$ cat src/rtl/keypad_entry.sv
// rtl/keypad_entry.sv - synchronises and debounces the code switches and ENTER button
// Emits one registered enter strobe e per accepted press, with code X frozen on the same edge.
module keypad_entry #(
    parameter int DEBOUNCE_CYCLES = 4
) (
    input  logic       clk,
    input  logic       r,
    input  logic [2:0] sw_in,
    input  logic       btn_in,
    output logic [2:0] X,
    output logic       e
);
    localparam int CNT_W = $clog2(DEBOUNCE_CYCLES + 1);

    typedef enum logic [1:0] {HELD, IDLE, FIRE} state_t;

    logic [2:0]       sw_m_q, sw_s_q;
    logic             btn_m_q, btn_s_q;
    logic             btn_db_q, btn_db_d;
    logic [CNT_W-1:0] cnt_q, cnt_d;
    state_t           state_q;
    logic [2:0]       x_q;
    logic             e_q;

    always_ff @(posedge clk or posedge r) begin
        if (r) begin
            sw_m_q  <= 3'b000;
            sw_s_q  <= 3'b000;
            btn_m_q <= 1'b0;
            btn_s_q <= 1'b0;
        end else begin
            sw_m_q  <= sw_in;
            sw_s_q  <= sw_m_q;
            btn_m_q <= btn_in;
            btn_s_q <= btn_m_q;
        end
    end

    // Any cycle where the synced level matches the accepted one restarts the count.
    always_comb begin
        btn_db_d = btn_db_q;
        cnt_d    = '0;
        if (btn_s_q != btn_db_q) begin
            if (cnt_q == CNT_W'(DEBOUNCE_CYCLES - 1)) begin
                btn_db_d = btn_s_q;
            end else begin
                cnt_d = cnt_q + CNT_W'(1);
            end
        end
    end

    // btn_db resets high so a button held through reset cannot fire.
    always_ff @(posedge clk or posedge r) begin
        if (r) begin
            btn_db_q <= 1'b1;
            cnt_q    <= '0;
        end else begin
            btn_db_q <= btn_db_d;
            cnt_q    <= cnt_d;
        end
    end

    always_ff @(posedge clk or posedge r) begin
        if (r) begin
            state_q <= HELD;
            x_q     <= 3'b000;
            e_q     <= 1'b0;
        end else begin
            e_q <= 1'b0;
            case (state_q)
                HELD: if (!btn_db_q) state_q <= IDLE;
                IDLE: begin
                    if (btn_db_q) begin
                        state_q <= FIRE;
                        x_q     <= sw_s_q;
                        e_q     <= 1'b1;
                    end
                end
                FIRE:    state_q <= HELD;
                default: state_q <= HELD;
            endcase
        end
    end

    assign X = x_q;
    assign e = e_q;

endmodule

$ cat config.mk
export PLATFORM = sky130hd
export DESIGN_NAME = keypad_entry
export DESIGN_NICKNAME = d
export VERILOG_FILES = /design/src/rtl/keypad_entry.sv
export SDC_FILE = /design/constraint.sdc
export NUM_CORES = 1
export LEC_CHECK = 0
export CORE_MARGIN = 8
export CORE_UTILIZATION = 45
export CTS_CLUSTER_SIZE = 40
export DETAILED_ROUTE_END_ITERATION = 10
export DONT_BUFFER_PORTS = 1
export PLACE_DENSITY = 0.68
export SYNTH_ARGS = -nofsm -noshare
export SYNTH_HDL_FRONTEND = slang
export SYNTH_SLANG_ARGS = --single-unit
$ cat constraint.sdc
create_clock -name clk -period 2.8 [get_ports clk]
set_input_delay 0.56 -clock clk [delete_from_list [all_inputs] [get_ports clk]]
set_output_delay 0.56 -clock clk [all_outputs]
set_load 0.02 [all_outputs]
After elaboration in Yosys (flattened, before gate mapping)
Index checks and enable logic that the tools add are counted.
{"block": "op_classes", "eq_ne": 5, "muxes": 7, "n_reduce_logical": 4, "n_addsub": 1}
{"operator": "two-way mux 3 bit", "count": 2}
{"operator": "AND reduction 2 bit", "count": 3}
{"operator": "two-way mux 2 bit", "count": 2}
{"operator": "inequality test 2 bit (second input constant)", "count": 2}
{"operator": "one-hot mux 2 bit (2 select lines)", "count": 1}
{"operator": "adder 3 x 1 -> 3 bit (second input constant)", "count": 1}
{"operator": "== test 3 x 2 -> 1 bit (second input constant)", "count": 1}
{"operator": "== test 2 x 1 -> 1 bit (second input constant)", "count": 1}
{"operator": "logical NOT 2 bit", "count": 1}
{"operator": "two-way mux 1 bit", "count": 2}
{"operator": "inequality test 1 bit", "count": 1}
{"block": "word_totals", "output_inout_bits": 4, "ff_bits": 18}

Depth between registers and ports, before layout
Gate-level depths: netlist of the first run.
{"block": "depth", "ltp_word": 3, "ltp_mapped": 3, "mapped_depth_nobuf": 3}

Worst setup path after synthesis of the first run
Ideal clock, no wire load.
{"block": "synth_timing", "kind": "reg-to-reg", "startpoint": "register btn_db_q", "endpoint": "register x_q[0] (netlist: X[0])", "slack_ns": 1.712, "n_path_buf": 0, "path_stages_with_launch": 3, "arrival_ns": 0.963, "setup_time_ns": 0.125, "path_cell_list": "dfstp_2 nand3b_4 mux2_4"}
{"block": "synth_between", "elab_chain_cells": 1}
{"element": "start, declared", "line_no": "19", "source": "logic btn_db_q, btn_db_d;"}
{"element": "start signal, assigned", "line_no": "58", "source": "btn_db_q <= btn_db_d;"}
{"element": "AND reduction 2 bit (no line)"}
{"element": "end signal, assigned", "line_no": "75", "source": "x_q <= sw_s_q;"}
{"element": "end, declared", "line_no": "22", "source": "logic [2:0] x_q;"}
Every way passes these cells.
A chain may end at the register's enable or synchronous reset.

Worst setup path after layout of the first run
{"block": "layout_timing", "startpoint": "register x_q[0] (netlist: X[0])", "endpoint": "output port X[0]"}
{"element": "end, declared", "line_no": "10", "source": "output logic [2:0] X,"}
No word-level cell between the ends.

==> results of run 1 <==
-- cells by family (layout without fill, tap and decap cells) --
logic type,after synthesis,in the layout,synth area share
mux,4,4,0.0953
fa+ha+maj,1,1,0.0212
simple gates,6,6,0.0847
buf+inv,3,7,0.0191
xor+xnor,1,1,0.0148
flops,18,18,0.765
-- metal layers --
metal	vias to the layer above	share of wire	track usage
li1	113	-	-
met1	130	0.39	0.0786
met2	9	0.54	0.130
met3	0	0.074	0.0426
met4	0	0	0.0388
met5	-	0	0
-- stage by stage --
stage,util,instances,hold WS [ns],worst slack [ns],power (W)
after floorplan,-,33,0.331,1.71,0.000528
after global placement,0.480,48,0.338,1.66,0.000547
after detailed placement,0.480,48,0.336,1.64,0.000571
after CTS,0.509,52,0.254,1.44,0.000723
after global routing,0.509,52,0.272,1.43,0.000751
final,0.509,52,0.235,1.47,0.000711
-- area by class of cell --
cell class                      instances  area share
Sequential cell                        18       0.700
Multi-Input combinational cell         12       0.198
Clock buffer                            4      0.0562
Tap cell                               15      0.0291
Inverter                                3      0.0174
-- report_power, final --
group	switching [W]	total (W)	internal, W
registers	0.0000876	0.000421	0.000333
logic	0.0000544	0.000136	0.0000815
clock network	0.0000748	0.000154	0.0000791
-- layout by cell type (no fill, tap or decap) --
cell      count
dfrtp_1      17
inv_1         3
mux2_4        3
clkbuf_4      3
nor3b_1       2
nand3b_4      1
nor2b_1       1
xnor2_1       1
nor3_1        1
mux2_1        1
nor2_1        1
ha_1          1
dfstp_2       1
clkbuf_8      1
-- worst max-delay path by stage --
stage | from | endpoint | slack, ns | cells after the start
final | X[0]$_DFFE_PP0P_ | X[0] | 1.47 | 0
after global routing | X[2]$_DFFE_PP0P_ | X[2] | 1.43 | 0
after CTS | X[0]$_DFFE_PP0P_ | X[0] | 1.44 | 0
after detailed placement | cnt_q[0]$_DFF_PP0_ | btn_db_q$_DFFE_PP1P_ | 1.64 | 3
after global placement | cnt_q[0]$_DFF_PP0_ | btn_db_q$_DFFE_PP1P_ | 1.66 | 3
after floorplan | btn_db_q$_DFFE_PP1P_ | X[0]$_DFFE_PP0P_ | 1.71 | 2
-- registers in the layout, summed over array words and instances (netlist names) --
name and flops:
X 3, cnt_q 3, sw_m_q 3, sw_s_q 3, state_q 2, btn_db_q 1, btn_m_q 1, btn_s_q 1
e 1
==> impl_metrics.csv, run 1 <==
group,metric,value,unit
status,status,"completed",
route,routedWlPerCell,16.9,um
route,first_pass_iters,3,
sta,tightest_slew,0.640,ns
sta,rsz0062_at_grt,"false",
synth,synth_top_cell_by_area,"dfrtp_1",
layout,final_net_count,45,
layout,nFillCells,112,
synth,syn-num-nets,40,
clocking,clockBufferDepth,2,
global_route,gr-total-overflow,0,
placement,dpl-instance-area,609,um^2
power,ir_drop,0.372,mV
clocking,ctsHoldBuffers,0,
power,powerDensity,1100,nW/um^2
sta,max_freq,751,MHz
route,antenna_left,0,
synth,synth-seq-area-share,0.765,
placement,globalplace.congestion,0.686,
synth,synth_most_common_cell,"dfrtp_1",
synth,synthFlopType,"dfrtp_1",
clocking,clk-insertion-delay-late,0.28,ns
clocking,ctsHtreeMaxLevel,1,
synth,synth_cell_type_count,12,
power,power_leakage,0.330,nW
layout,syn2layout_area_growth,9.32,%
placement,place_hpwl,708,um
clocking,cts_sinks,18,
synth,netlist_instances,33,
synth,synth_area_per_cell,17.9,um^2
clocking,cts_resized,0,
synth,yosys_warnings,0,
clocking,root_buffer,"clkbuf_4",
sta,hold_viol_final,0,
floorplanning,ioPinCount,10,
layout,register_area,452,um^2
synth,synth_top_area_share,0.720,
synth,ys_ff_latch,18,
global_route,grt_pass1_vias,296,
global_route,antenna_found_initial,0,
floorplanning,die_x,52.2,um
worst_setup_path,critPathLaunchType,"flop",
synth,synth.area.top_cells,"dfrtp_1 (72%), mux2_4 (7.6%), dfstp_2 (4.4%), nand3b_4 (3.4%), nor3b_1 (2.5%)",
layout,multi_input_area,128,um^2
route,drt_wl_total,877,um
clocking,cts_setup_buffers,0,
synth,syn-cell-area,591,um^2
sta,finalMaxSlewViolations,0,
sta,setup_viol,0,
placement,port_buffers,0,
worst_setup_path,worstPathRequired,2.24,ns
sta,period_minus_slack,1.33,ns
worst_hold_path,hp-class,"primary input to async pin",
clocking,cts.clk_slew.worst_paths,0.10,ns
worst_setup_path,worstPathArrival,0.77,ns
floorplanning,start_util,0.465,
clocking,cts_tree,"yes",
global_route,grt_first_pass_wirelength,1470,um
floorplanning,die_height,52.2,um
floorplanning,core_area,1270,um^2
floorplanning,num_rows,13,
route,remaining_drc_errors,0,
synth,synth_edf_count,0,
layout,postLayoutCellArea,646,um^2
sta,relSlewSlack,0.573,
synth,ys_top_cells_by_count,"dfrtp_1 (17), inv_1 (3), mux2_4 (3)",
worst_setup_path,r2r_end,"btn_db_q$_DFFE_PP1P_",
worst_setup_path,r2r_start,"cnt_q[0]$_DFF_PP0_",
worst_setup_path,reg2reg_depth,3,
route,viasPerCell,4.85,
sta,skew,0.000950,ns
run,max_cap_viol_count,0,
floorplanning,die_area,2730,um^2
worst_setup_path,crit_fanout,2,
layout,drive_gt1_frac,0.243,
clocking,cts_made_buffers,3,
global_route,track_usage,0.0786,
worst_setup_path,r2r_setup_slack,1.63,ns
synth,synth-async-reset-ratio,1.00,
global_route,grt_start_max_net_pins,19,
worst_setup_path,critPathKind,"flop to primary output",
sta,period_share,0.476,
worst_setup_path,cp-end-kind,"primary output",
route,dr_total_vias,252,
sta,finalSetupTns,0,ns
layout,diodes,0,
route,drt_iter0_markers,3,
Note: power is estimated with default switching activity, not from simulation.
==> run 2: changes to the inputs <==
--- a/config.mk
+++ b/config.mk
@@ -10,7 +10,7 @@
 export CTS_CLUSTER_SIZE = 40
 export DETAILED_ROUTE_END_ITERATION = 10
 export DONT_BUFFER_PORTS = 1
-export PLACE_DENSITY = 0.68
+export PLACE_DENSITY = 0.7
 export SYNTH_ARGS = -nofsm -noshare
 export SYNTH_HDL_FRONTEND = slang
 export SYNTH_SLANG_ARGS = --single-unit
==> constraint.sdc (replaced) <==
create_clock -name clk -period 1.2 [get_ports clk]
set_input_delay 0.24 -clock clk [delete_from_list [all_inputs] [get_ports clk]]
set_output_delay 0.24 -clock clk [all_outputs]
set_load 0.02 [all_outputs]
==> impl_metrics.csv, run 2 (synthesized netlist as in run 1, its figures left out) <==
group,metric,value,unit
status,status,"completed",
floorplanning,die_height,52.2,um
floorplanning,ioPinCount,10,
global_route,grt_first_pass_wirelength,1470,um
placement,port_buffers,0,
worst_setup_path,critPathKind,"flop to flop",
layout,drive_gt1_frac,0.273,
worst_setup_path,critPathCapture,"btn_db_q$_DFFE_PP1P_",
sta,period_share,0.952,
worst_setup_path,cpPeakStageDelay,0.39,ns
clocking,cts_made_buffers,3,
route,first_pass_iters,2,
global_route,gr-total-overflow,0,
placement,dpl_worst_slack,0.0375,ns
clocking,clk-insertion-delay-late,0.28,ns
worst_setup_path,cp_slowest_cell,"dfrtp_1",
route,dr_total_vias,283,
floorplanning,start_util,0.465,
run,max_cap_viol_count,0,
floorplanning,num_rows,13,
clocking,ctsHtreeMaxLevel,1,
worst_setup_path,worstPathArrival,1.36,ns
worst_setup_path,r2r_setup_slack,0.06,ns
placement,place_hpwl,646,um
layout,diodes,0,
global_route,busiest_layer,"met2",
worst_setup_path,startpoint,"cnt_q[0]$_DFF_PP0_",
layout,postLayoutCoreUtil,0.562,
worst_setup_path,r2r_start,"cnt_q[0]$_DFF_PP0_",
worst_setup_path,critPathLaunchType,"flop",
layout,instances_no_fill,59,
clocking,cts_sinks,18,
power,p_int,0.00118,W
power,ir_drop,1.01,mV
clocking,clockBufferDepth,2,
worst_hold_path,hp-class,"flop to flop",
worst_setup_path,reg2reg_depth,3,
sta,relSlewSlack,0.843,
sta,setup_viol,0,
power,power_leakage,0.361,nW
power,powerDensity,2340,nW/um^2
route,routedWlPerCell,13.8,um
sta,postLayoutSetupSlackWorst,0.0579,ns
layout,syn2layout_area_growth,20.8,%
clocking,cts.clk_slew.worst_paths,0.09,ns
sta,skew,0.00153,ns
sta,hold_viol_final,0,
power,power_frac_comb,0.206,
power,power.share.switching,0.292,
sta,finalSetupTns,0,ns
placement,placed_cells,49,
route,drt_iter0_markers,1,
worst_setup_path,worstPathRequired,1.42,ns
worst_setup_path,r2r_end,"btn_db_q$_DFFE_PP1P_",
power,power.switching,0.000488,W
worst_setup_path,cp-end-kind,"flop",
route,remaining_drc_errors,0,
sta,tightest_slew,0.234,ns
route,viasPerCell,4.80,
worst_setup_path,crit_chain,"ha_1 -> nor2b_2 -> mux2_1",
global_route,antenna_found_initial,0,
layout,final_common_cell,"dfrtp_1",
floorplanning,die_area,2730,um^2
clocking,cts_tree,"yes",
global_route,grt_pass1_vias,329,
sta,max_freq,876,MHz
floorplanning,core_area,1270,um^2
global_route,use_met2,0.122,
global_route,track_usage,0.0769,
global_route,use_met1,0.0752,
floorplanning,die_x,52.2,um
power,pwr-share-clk,0.210,
sta,period_minus_slack,1.14,ns
worst_setup_path,crit_fanout,3,
global_route,use_met3,0.0341,
sta,finalMaxSlewViolations,0,
sta,rsz0062_at_grt,"false",
placement,globalplace.congestion,0.734,
clocking,root_buffer,"clkbuf_4",
layout,final_cell_mix,"dfrtp_1 (17), dlygate4sd3_1 (5), inv_1 (3), mux2_4 (3), clkbuf_4 (3)",
global_route,grt_start_max_net_pins,19,
route,antenna_left,0,
power,p_seq_frac,0.584,
layout,final_net_count,52,
route,drt_wl_total,816,um
-- run 2: cell types whose count changed in the layout (fill, tap and decap cells not counted) --
cell	delta
buf_4	+2
dlygate4sd3_1	+5
nor2b_1	-1
nor2b_2	+1
-- run 2: how the worst min path moves through the flow --
stage | to | slack, ns | from | cells past startpoint
after floorplan | X[0]$_DFFE_PP0P_ | 0.18 | r | 1
after global placement | btn_m_q$_DFF_PP0_ | 0.15 | r | 2
after detailed placement | btn_m_q$_DFF_PP0_ | 0.16 | r | 2
after CTS | sw_s_q[0]$_DFF_PP0_ | 0.36 | sw_m_q[0]$_DFF_PP0_ | 0
after global routing | btn_s_q$_DFF_PP0_ | 0.36 | btn_m_q$_DFF_PP0_ | 0
final | sw_s_q[0]$_DFF_PP0_ | 0.35 | sw_m_q[0]$_DFF_PP0_ | 0
-- run 2: critical path, delay by kind of cell, from the launching register on --
family,cells,cell delay [ns]
DFF,1,0.39
muxes,1,0.31
adders and majority gates,1,0.21
and+or+nand+nor,1,0.17
-- run 2: area by class of cell --
cell class              count  area (um^2)
multi-input cells          12          130
inverters                   3         11.3
well taps                  15         18.8
clock buffers               4         36.3
repair buffers              7         65.1
flip-flops and latches     18          452
fillers                   106          556
-- run 2: routing by layer --
layer | part of all wire | vias to the layer above
li1 | - | 127
met1 | 0.38 | 145
met2 | 0.54 | 9
met3 | 0.061 | 2
met4 | 0.018 | 0
met5 | 0 | -
-- run 2: what timing repair did --
item / CTS / global route
hold endpoints to repair: 21 / 0
hold buffers: 5 / 0
setup endpoints to repair: 0 / 1
setup buffers: 0 / 1
gates resized for setup: 0 / 1
-- run 2: power groups by stage --
stage               logic [W]  registers [W]  clock network (W)
floorplan            0.000273       0.000959                  0
global placement     0.000292       0.000985                  0
detailed placement   0.000320        0.00100                  0
CTS                  0.000331       0.000988           0.000364
global route         0.000386        0.00100           0.000404
finish               0.000344       0.000977           0.000351
-- run 2: per-stage QoR --
stage | power (W) | hold WS (ns) | instance area, um^2
after floorplan | 0.00123 | 0.178 | 591
after global placement | 0.00128 | 0.146 | 617
after detailed placement | 0.00132 | 0.158 | 617
after CTS | 0.00168 | 0.358 | 703
after global routing | 0.00179 | 0.365 | 713
final | 0.00167 | 0.354 | 713
